### config.mk
export PLATFORM = sky130hd
export DESIGN_NAME = seq_shift_add_mult_flat
export DESIGN_NICKNAME = d
export VERILOG_FILES = /design/src/rtl/seq_shift_add_mult_pkg.sv /design/src/rtl/seq_shift_add_mult_if.sv /design/src/rtl/seq_shift_add_mult_cond_negate.sv /design/src/rtl/seq_shift_add_mult.sv /design/src/flat_wrapper.sv
export SDC_FILE = /design/constraint.sdc
export NUM_CORES = 1
export LEC_CHECK = 0
export CORE_MARGIN = 8
export CORE_UTILIZATION = 40
export DETAILED_ROUTE_END_ITERATION = 8
export DONT_BUFFER_PORTS = 1
export PLACE_DENSITY = 0.62
export SLEW_MARGIN = 20
export SYNTH_ARGS = -nofsm -noshare
export SYNTH_HDL_FRONTEND = slang
export SYNTH_SLANG_ARGS = --single-unit
### constraint.sdc
create_clock -name clk -period 3.39 [get_ports clk]
set_input_delay 0.678 -clock clk [delete_from_list [all_inputs] [get_ports clk]]
set_output_delay 0.678 -clock clk [all_outputs]
set_load 0.05 [all_outputs]
### src/rtl/seq_shift_add_mult_pkg.sv
// Shared types and helpers for the sequential shift-and-add multiplier.
package seq_shift_add_mult_pkg;

   typedef enum logic [1:0] {
      ST_IDLE = 2'd0,
      ST_CALC = 2'd1,
      ST_FIN  = 2'd2
   } state_t;

   // Counter width needed to index WIDTH multiplier bits (at least one bit).
   function automatic int unsigned cnt_width(input int unsigned width);
      return (width > 2) ? $clog2(width) : 1;
   endfunction

endpackage

### src/rtl/seq_shift_add_mult_if.sv
// Start/busy/done handshake and operand/result bus of the multiplier.
interface seq_shift_add_mult_if #(parameter int unsigned WIDTH = 8);

   logic                 start;
   logic                 is_signed;
   logic [WIDTH-1:0]     a;
   logic [WIDTH-1:0]     b;
   logic                 busy;
   logic                 done;
   logic [2*WIDTH-1:0]   product;

   modport master (
      output start, is_signed, a, b,
      input  busy, done, product
   );

   modport slave (
      input  start, is_signed, a, b,
      output busy, done, product
   );

endinterface

### src/rtl/seq_shift_add_mult_cond_negate.sv
// Conditional two's-complement negation; purely combinational.
module cond_negate #(
   parameter int unsigned N = 8
) (
   input  logic         neg,
   input  logic [N-1:0] din,
   output logic [N-1:0] dout_c
);

   assign dout_c = neg ? (~din + N'(1)) : din;

endmodule

### src/rtl/seq_shift_add_mult.sv
// Multi-cycle shift-and-add multiplier: one multiplier bit per clock,
// unsigned or two's-complement operands selected per operation.
module seq_shift_add_mult
   import seq_shift_add_mult_pkg::*;
#(
   parameter int unsigned WIDTH = 8
) (
   input  logic                  clk,
   input  logic                  rst,
   seq_shift_add_mult_if.slave   bus
);

   localparam int unsigned PW    = 2 * WIDTH;
   localparam int unsigned CNT_W = cnt_width(WIDTH);

   state_t             state;
   state_t             state_next;
   logic [CNT_W-1:0]   cnt;
   logic [WIDTH-1:0]   ma;
   logic [WIDTH-1:0]   mb;
   logic               neg;
   logic [PW-1:0]      acc;
   logic               busy_r;
   logic               done_r;
   logic [PW-1:0]      product_r;

   logic               accept_c;
   logic               step_c;
   logic               finish_c;
   logic               last_c;
   logic [WIDTH-1:0]   abs_a;
   logic [WIDTH-1:0]   abs_b;
   logic [PW-1:0]      result;
   logic [PW-1:0]      partial;

   assign bus.busy    = busy_r;
   assign bus.done    = done_r;
   assign bus.product = product_r;

   // Magnitudes of the operands and sign restoration of the accumulated result.
   cond_negate #(.N(WIDTH)) u_abs_a (
      .neg    (bus.is_signed & bus.a[WIDTH-1]),
      .din    (bus.a),
      .dout_c (abs_a)
   );

   cond_negate #(.N(WIDTH)) u_abs_b (
      .neg    (bus.is_signed & bus.b[WIDTH-1]),
      .din    (bus.b),
      .dout_c (abs_b)
   );

   cond_negate #(.N(PW)) u_result (
      .neg    (neg),
      .din    (acc),
      .dout_c (result)
   );

   assign last_c  = (cnt == CNT_W'(WIDTH - 1));
   assign partial = {{WIDTH{1'b0}}, ma} << cnt;

   always_ff @(posedge clk) begin
      if (rst) begin
         state <= ST_IDLE;
      end else begin
         state <= state_next;
      end
   end

   always_comb begin
      state_next = state;
      accept_c   = 1'b0;
      step_c     = 1'b0;
      finish_c   = 1'b0;
      case (state)
         ST_IDLE: begin
            if (bus.start) begin
               accept_c   = 1'b1;
               state_next = ST_CALC;
            end
         end
         ST_CALC: begin
            step_c = 1'b1;
            if (last_c) begin
               state_next = ST_FIN;
            end
         end
         ST_FIN: begin
            finish_c   = 1'b1;
            state_next = ST_IDLE;
         end
         default: begin
            state_next = ST_IDLE;
         end
      endcase
   end

   // Operand latch, accumulate-per-bit and result write-back.
   always_ff @(posedge clk) begin
      if (rst) begin
         cnt       <= '0;
         ma        <= '0;
         mb        <= '0;
         neg       <= 1'b0;
         acc       <= '0;
         busy_r    <= 1'b0;
         done_r    <= 1'b0;
         product_r <= '0;
      end else begin
         done_r <= 1'b0;
         if (accept_c) begin
            ma     <= abs_a;
            mb     <= abs_b;
            neg    <= bus.is_signed & (bus.a[WIDTH-1] ^ bus.b[WIDTH-1]);
            acc    <= '0;
            cnt    <= '0;
            busy_r <= 1'b1;
         end
         if (step_c) begin
            if (mb[cnt]) begin
               acc <= acc + partial;
            end
            cnt <= cnt + CNT_W'(1);
         end
         if (finish_c) begin
            product_r <= result;
            done_r    <= 1'b1;
            busy_r    <= 1'b0;
         end
      end
   end

endmodule

### src/flat_wrapper.sv
// flat-port wrapper written by rule: the top's interface ports become plain ports
module seq_shift_add_mult_flat import seq_shift_add_mult_pkg::*;
#(
   parameter int unsigned WIDTH = 8
)
  (clk, rst, bus_start, bus_is_signed, bus_a, bus_b, bus_busy, bus_done, bus_product);
  seq_shift_add_mult_if #(.WIDTH(WIDTH)) bus_i ();
  input  logic clk;
  input  logic rst;
  input wire logic [$bits(bus_i.start)-1:0] bus_start;
  input wire logic [$bits(bus_i.is_signed)-1:0] bus_is_signed;
  input wire logic [$bits(bus_i.a)-1:0] bus_a;
  input wire logic [$bits(bus_i.b)-1:0] bus_b;
  output wire logic [$bits(bus_i.busy)-1:0] bus_busy;
  output wire logic [$bits(bus_i.done)-1:0] bus_done;
  output wire logic [$bits(bus_i.product)-1:0] bus_product;
  assign bus_i.start = bus_start;
  assign bus_i.is_signed = bus_is_signed;
  assign bus_i.a = bus_a;
  assign bus_i.b = bus_b;
  assign bus_busy = bus_i.busy;
  assign bus_done = bus_i.done;
  assign bus_product = bus_i.product;
  seq_shift_add_mult #(.WIDTH(WIDTH)) u_core (.clk(clk), .rst(rst), .bus(bus_i));
endmodule
==> summary.txt, run 1 <==
Drt
  – Iteration-0 DRC Markers: 127
  – DRC viols: 0
  – Antenna Nets Post-Route: 0
  – Drt first pass iters: 4
  – Final WL: 7.979 mm
  – Routed wire per std cell: 14.38 µm
  – Vias per inst: 5.607
  – Via count: 3,112

Critical path
  – Reg2reg end: u_core.acc[15]
  – Kind of critical path: register to register
  – Worst-path cell chain: mux2_2 -> a22oi_1 -> mux2i_1 -> ha_1 -> a21oi_1 -> o211a_1 -> o21ai_0 -> or4_1 -> o211ai_1
  – Critical path endpoint category: register
  – Critical Path Fanout Max: 13
  – R2r setup slk: 0.42 ns
  – Reg2reg start: u_core.cnt[1]
  – Crit path required time: 3.63 ns
  – Worst path max stage delay: 0.52 ns
  – Critical Path AT: 3.21 ns
  – Startpoint Class: register
  – Reg2reg path depth: 9
  – Crit-path slowest cell: or4_1

Min path
  – WHS Path Cells: 1
  – HP Class: input pin to register
  – Worst hold start: rst
  – Hold Path End: u_core.cnt[2]

Timing
  – Crit path time final: just under 3 ns
  – Worst-Margin Slew: 0.6025 ns
  – Tcrit/Tclk final: 87.48%
  – F_max: 337.2 MHz
  – Unrepaired setup endpoints after global routing: false
  – Worst Clk Skew: about 0.012 ns
  – Relative slew slack: 59.78%
  – Slew Limit Fails: 0
  – Final setup viols: 0
  – Hold WS: 0.4220 ns
  – Final Hold Fails: 0
  – Setup TNS: 0 ns

Pwr
  – Leakage: ~1.4 nW
  – PD cells: 331.6 mW/mm²
  – VDD IR-drop max: 0.1732 mV
  – Tot Pwr: 1.254 mW

Synthesis
  – Syn. warnings: 0
  – Most used DFF post-synth: dfxtp_1
  – Register area share after synthesis: between 30% and 40%
  – Mapped Area: around 0.0036 mm²
  – Cells after synthesis: 456
  – FF+latch count, synth: 56
  – Mean post-synth cell area: 7.938 µm²
  – Post-synth EDFFs: 0
  – Synthesized net count: 497
  – Ys async rst share: 0%
  – Yosys cell types: 57

CTS
  – CTS Buf Count: 5
  – Clock sinks: 56
  – CTS clk-pin slew, worst paths: 0.11 ns
  – H-tree Lvls: 2
  – CTS Buffer Depth: 2
  – Postcts setup bufs: 0
  – TritonCTS clock tree: done
  – Worst-Skew Late Latency: 0.31 ns
  – Clock Root Buffer: clkbuf_8

Finish
  – Util after Layout: 43.15%
  – Design area: 0.003781 mm²
  – Antenna diodes: 0
  – Area Growth Syn to Fin: 4.459%
  – Share of layout cells above drive strength 1: under 10%
  – Layout Nets: 487

Global routing
  – First-pass GRT wire length: 14.06 mm
  – Number of global-route vias before repair: 2,982
  – Total gr overflow: 0
  – Initial antenna violation count: 0
  – GRT Resource Usage Total: 13.06%
  – Largest net degree at the start of global routing: 36

Run
  – Max-cap viol count: 0

Placement
  – Gpl congestion: 0.8280
  – Placed cell areas: 0.003691 mm²
  – DP HPWL: 6.272 mm
  – Buffers added on ports: 0

Die
  – DIE WIDTH: 111.1 µm
  – Core box area: about 0.0088 mm²
  – Die Y: 111.1 µm
  – Initial core utilization: 41.30%
  – IO Pins: 38
  – Die area: between 0.01 and 0.015 mm²
  – Cell Rows: 34

Status
  – Status: completed
[where the power goes]
part | internal [mW] | total (mW) | leakage (nW) | switching (mW)
clock | 0.148 | 0.369 | 0.0414 | 0.221
combinational | 0.0760 | 0.183 | 0.947 | 0.107
sequential | 0.678 | 0.702 | 0.456 | 0.0237
total | 0.902 | 1.25 | 1.44 | 0.352
[worst max path at each step]
stage	startpoint	endpoint	slack, ns
after floorplan	u_core.cnt[0]	u_core.acc[12]	0.51
after global placement	u_core.cnt[1]	u_core.acc[15]	0.37
after detailed placement	u_core.cnt[1]	u_core.acc[12]	0.29
after CTS	u_core.cnt[1]	u_core.acc[15]	0.28
after global routing	u_core.cnt[1]	u_core.acc[12]	0.13
final	u_core.cnt[1]	u_core.acc[15]	0.42
[critical path, delay by kind of cell, from the launching register on]
family | cells | cell delay, ns
AOI/OAI and AO/OA | 5 | 1.04
adders and majority gates | 1 | 0.35
DFF | 1 | 0.49
muxes | 2 | 0.50
and+or+nand+nor | 1 | 0.52
[layer usage]
metal | vias up | wire [µm] | part of all wire (%) | GRT usage (%)
met3 | 6 | 497 | 6.2 | 3.139
li1 | 1614 | - | - | -
met5 | - | 0 | 0 | 0
met2 | 70 | 3612 | 45 | 22.38
met4 | 0 | 84 | 1.1 | 2.933
met1 | 1422 | 3785 | 47 | 16.07
[placed cells by master (no fill, tap or decap), drive strengths merged, types with 4 or more instances in the layout]
| master | Yosys | final |
|---|---|---|
| buf | 6 | 5 |
| o211ai | 6 | 6 |
| nand2 | 61 | 61 |
| o31ai | 8 | 8 |
| or4 | 4 | 4 |
| ha | 20 | 20 |
| nand3 | 24 | 24 |
| mux2i | 12 | 12 |
| clkbuf | 16 | 6 |
| and2 | 5 | 5 |
| a211oi | 10 | 10 |
| xor2 | 17 | 17 |
| dfxtp | 56 | 56 |
| nor2 | 40 | 40 |
| o21ai | 35 | 35 |
| a22o | 4 | 4 |
| inv | 13 | 13 |
| xnor2 | 16 | 16 |
| nor3 | 9 | 9 |
| a21oi | 39 | 39 |
| mux2 | 7 | 7 |
[kinds of logic after synthesis]
| group | Yosys count | share of synthesized area, % |
|---|---|---|
| mux | 19 | 5.600 |
| compound gates | 131 | 23.47 |
| xor+xnor | 33 | 7.985 |
| buf+inv | 36 | 4.251 |
| simple gates | 160 | 20.26 |
| fa+ha+maj | 21 | 7.466 |
| flops | 56 | 30.97 |
[synth_stat cells (7+ instances only)]
master	count	area, µm²
xnor2_1	16	140.1
a211oi_1	9	67.56
o31ai_1	7	52.55
o21ai_0	33	165.2
nand3_1	24	120.1
clkbuf_1	15	56.30
inv_1	13	48.80
dfxtp_1	56	1121
mux2i_1	12	120.1
nand2_1	61	229.0
xor2_1	17	148.9
a21oi_1	38	190.2
nor2_1	40	150.1
ha_1	20	250.2
nor3_1	8	40.04
[metrics by stage]
stage	instances	setup slack, ns
final	555	0.4245
after global routing	555	0.1265
after CTS	555	0.2817
after detailed placement	547	0.2914
after global placement	547	0.3699
after floorplan	456	0.5076
[sequential cells by signal, summed over array words and instances, names as in the netlist]
register            cells
u_core.bus.done         1
u_core.ma               8
u_core.acc             16
u_core.bus.product     16
u_core.bus.busy         1
u_core.neg              1
u_core.mb               8
u_core.cnt              3
u_core.state            2
[what timing repair did]
action,CTS,global route
gates resized for setup,0,1
endpoints found under the setup margin,0,1
hold buffers,0,0
[final cells by class]
| cell class | instances | area (µm²) |
|---|---|---|
| Clock buffer | 6 | 72.57 |
| Clock inverter | 2 | 16.27 |
| Fill cell | 929 | 4982 |
| Inverter | 14 | 52.55 |
| Multi-Input combinational cell | 364 | 2345 |
| Sequential cell | 56 | 1122 |
| Tap cell | 108 | 135.1 |
| Timing Repair Buffer | 5 | 37.54 |
Note: power is estimated with default switching activity, not from simulation.
==> run 2, diff against run 1 <==
--- a/config.mk
+++ b/config.mk
@@ -10,6 +10,7 @@
 export DETAILED_ROUTE_END_ITERATION = 8
 export DONT_BUFFER_PORTS = 1
 export PLACE_DENSITY = 0.62
+export RECOVER_POWER = 25
 export SLEW_MARGIN = 20
 export SYNTH_ARGS = -nofsm -noshare
 export SYNTH_HDL_FRONTEND = slang
==> run 2 against run 1 <==
Net effect:
- non-clock buffer count unchanged
- clock skew about the same
- worst setup slack stayed put
- final area about the same
- largest power group unchanged
- largest cell class unchanged
- register-to-register slack about the same
- via count stayed put
- global-route usage unchanged
- sequential power hardly changed
==> summary.txt, run 2 (same netlist as run 1, synthesis figures left out) <==
CTS
  – CTS clk-pin slew, worst paths: 0.11 ns (about the same)
  – H-tree Lvls: 2 (unchanged)
  – CTS Buf Count: 5 (unchanged)
  – Cts hold-fix bufs: 0 (unchanged)
  – TritonCTS clock tree: done (unchanged)
  – Worst-Skew Late Latency: 0.31 ns (about the same)
  – Clock sinks: 56 (unchanged)
  – CTS Buffer Depth: 2 (unchanged)
  – Clock Root Buffer: clkbuf_8 (unchanged)

Placement
  – Placed cell areas: 0.003691 mm² (unchanged)
  – Pre-CTS setup slack: 0.2914 ns (unchanged)
  – Placed Cells: 547 (unchanged)
  – DP HPWL: 6.272 mm (unchanged)
  – Gpl congestion: 0.8280 (unchanged)
  – Buffers added on ports: 0 (unchanged)

Pwr
  – Clk pwr share: 29.4% (about the same)
  – P_sw: 0.3518 mW (about the same)
  – Gate power share: 14.6% (about the same)
  – Tot Pwr: 1.254 mW (about the same)
  – Leakage: 1.440 nW (was 1.444 nW)
  – VDD IR-drop max: 0.1732 mV (about the same)
  – Part of the power in registers: 56.0% (about the same)
  – PD cells: 331.9 mW/mm² (was 331.6 mW/mm²)
  – Sw Ratio: 28.06% (about the same)
  – Internal: 0.9019 mW (was 0.9020 mW)

Die
  – DIE WIDTH: 111.1 µm (unchanged)
  – Initial core utilization: 41.30% (unchanged)
  – Core box area: 0.008763 mm² (unchanged)
  – Die Y: 111.1 µm (unchanged)
  – IO Pins: 38 (unchanged)
  – Die area: 0.01235 mm² (unchanged)
  – Cell Rows: 34 (unchanged)

Timing
  – Final worst setup slack: 0.4245 ns (unchanged)
  – Final setup viols: 0 (unchanged)
  – Unrepaired setup endpoints after global routing: false (unchanged)
  – Relative slew slack: 1.146% (was 59.78%)
  – Setup TNS: 0 ns (unchanged)
  – Worst Clk Skew: 0.01163 ns (was 0.01164 ns)
  – Tcrit/Tclk final: 87.48% (unchanged)
  – Slew Limit Fails: 0 (unchanged)
  – Hold WS: 0.4220 ns (unchanged)
  – Worst-Margin Slew: 1.483 ns (was 0.6025 ns)
  – Crit path time final: 2.966 ns (unchanged)
  – F_max: 337.2 MHz (unchanged)
  – Final Hold Fails: 0 (unchanged)

Drt
  – Drt first pass iters: 4 (unchanged)
  – Final WL: 7.980 mm (was 7.979 mm)
  – Via count: 3,112 (unchanged)
  – Antenna Nets Post-Route: 0 (unchanged)
  – Vias per inst: 5.607 (unchanged)
  – Iteration-0 DRC Markers: 127 (unchanged)
  – DRC viols: 0 (unchanged)
  – Routed wire per std cell: 14.38 µm (about the same)

Global routing
  – Met2 Use GR: 22.38% (unchanged)
  – Largest net degree at the start of global routing: 36 (unchanged)
  – Number of global-route vias before repair: 2,982 (unchanged)
  – Total gr overflow: 0 (unchanged)
  – Initial antenna violation count: 0 (unchanged)
  – First-pass GRT wire length: 14.06 mm (unchanged)
  – M3 GR Usage: 3.139% (unchanged)
  – GRT met1 Usage: 16.07% (unchanged)
  – GRT Resource Usage Total: 13.06% (unchanged)
  – Gr busiest metal: met2 (unchanged)

Critical path
  – Top delay family on crit path: compound AO/OA/AOI/OAI gates (unchanged)
  – Worst-path cell chain: mux2_2 -> a22oi_1 -> mux2i_1 -> ha_1 -> a21oi_1 -> o211a_1 -> o21ai_0 -> or4_1 -> o211ai_1 (unchanged)
  – Worst path max stage delay: 0.52 ns (about the same)
  – Critical path endpoint category: register (unchanged)
  – Buf/Inv on CP: 0 (unchanged)
  – Kind of critical path: register to register (unchanged)
  – R2r setup slk: 0.42 ns (about the same)
  – Critical Path AT: 3.21 ns (about the same)
  – Crit-path slowest cell: or4_1 (unchanged)
  – Critical Path Fanout Max: 13 (unchanged)
  – Startpoint Class: register (unchanged)
  – Crit path required time: 3.63 ns (about the same)

Status
  – Status: completed (unchanged)

Run
  – Max-cap viol count: 0 (unchanged)

Finish
  – Non-Filler Instances: 555 (unchanged)
  – Commonest non-fill, non-tap cell in the layout: nand2_1 (unchanged)
  – Layout Nets: 487 (unchanged)
  – Antenna diodes: 0 (unchanged)
  – Design area: 0.003777 mm² (was 0.003781 mm²)
  – Commonest non-fill, non-tap cells in the layout: nand2_1 (61), dfxtp_1 (55), nor2_1 (40) (unchanged)
  – Util after Layout: 43.10% (was 43.15%)
  – Share of layout cells above drive strength 1: 5.593% (was 5.817%)
  – Area Growth Syn to Fin: 4.355% (was 4.459%)

Min path
  – HP Class: input pin to register (unchanged)
run 2: cell count changes in the layout (fill, tap and decap cells not counted), sizes merged:
| cell | delta |
|---|---|
| clkbuf | +1 |
| buf | -1 |
run 2: worst register-to-register path, cell delays in order, from the launching register on:
cell and delay, ns:
dfxtp_2 0.49, mux2_2 0.38, a22oi_1 0.24, mux2i_1 0.12
ha_1 0.35, a21oi_1 0.38, o211a_1 0.22, o21ai_0 0.11
or4_1 0.52, o211ai_1 0.10
run 2: power groups by stage:
stage	logic [mW]	clock network, mW	registers (mW)
after floorplan	0.162	0	0.709
after global placement	0.180	0	0.717
after detailed placement	0.183	0	0.718
after CTS	0.184	0.383	0.702
after global routing	0.209	0.408	0.706
final	0.183	0.369	0.702
run 2: cell type report:
type	instances	area, µm²
Fill cell	930	4986
Multi-Input combinational cell	364	2345
Sequential cell	56	1122
Tap cell	108	135.1
Clock buffer	6	72.57
Inverter	14	52.55
Timing Repair Buffer	5	33.78
Clock inverter	2	16.27
run 2: final timing paths:
kind / start / to / depth (start not counted)
max: u_core.cnt[1] / u_core.acc[15] / 9
min: rst / u_core.cnt[2] / 1
max reg2reg: u_core.cnt[1] / u_core.acc[15] / 9
min reg2reg: u_core.mb[7] / u_core.mb[7] / 2
run 2: timing repair:
action                     CTS  global route
buffers inserted             0             0
gates resized for setup      0             1
setup endpoints to repair    0             1
run 2: per-layer routing:
| metal | routed length [µm] | share of wire [%] | vias up |
|---|---|---|---|
| met2 | 3612 | 45 | 70 |
| met5 | 0 | 0 | - |
| met4 | 84 | 1.1 | 0 |
| li1 | - | - | 1614 |
| met3 | 497 | 6.2 | 6 |
| met1 | 3786 | 47 | 1422 |
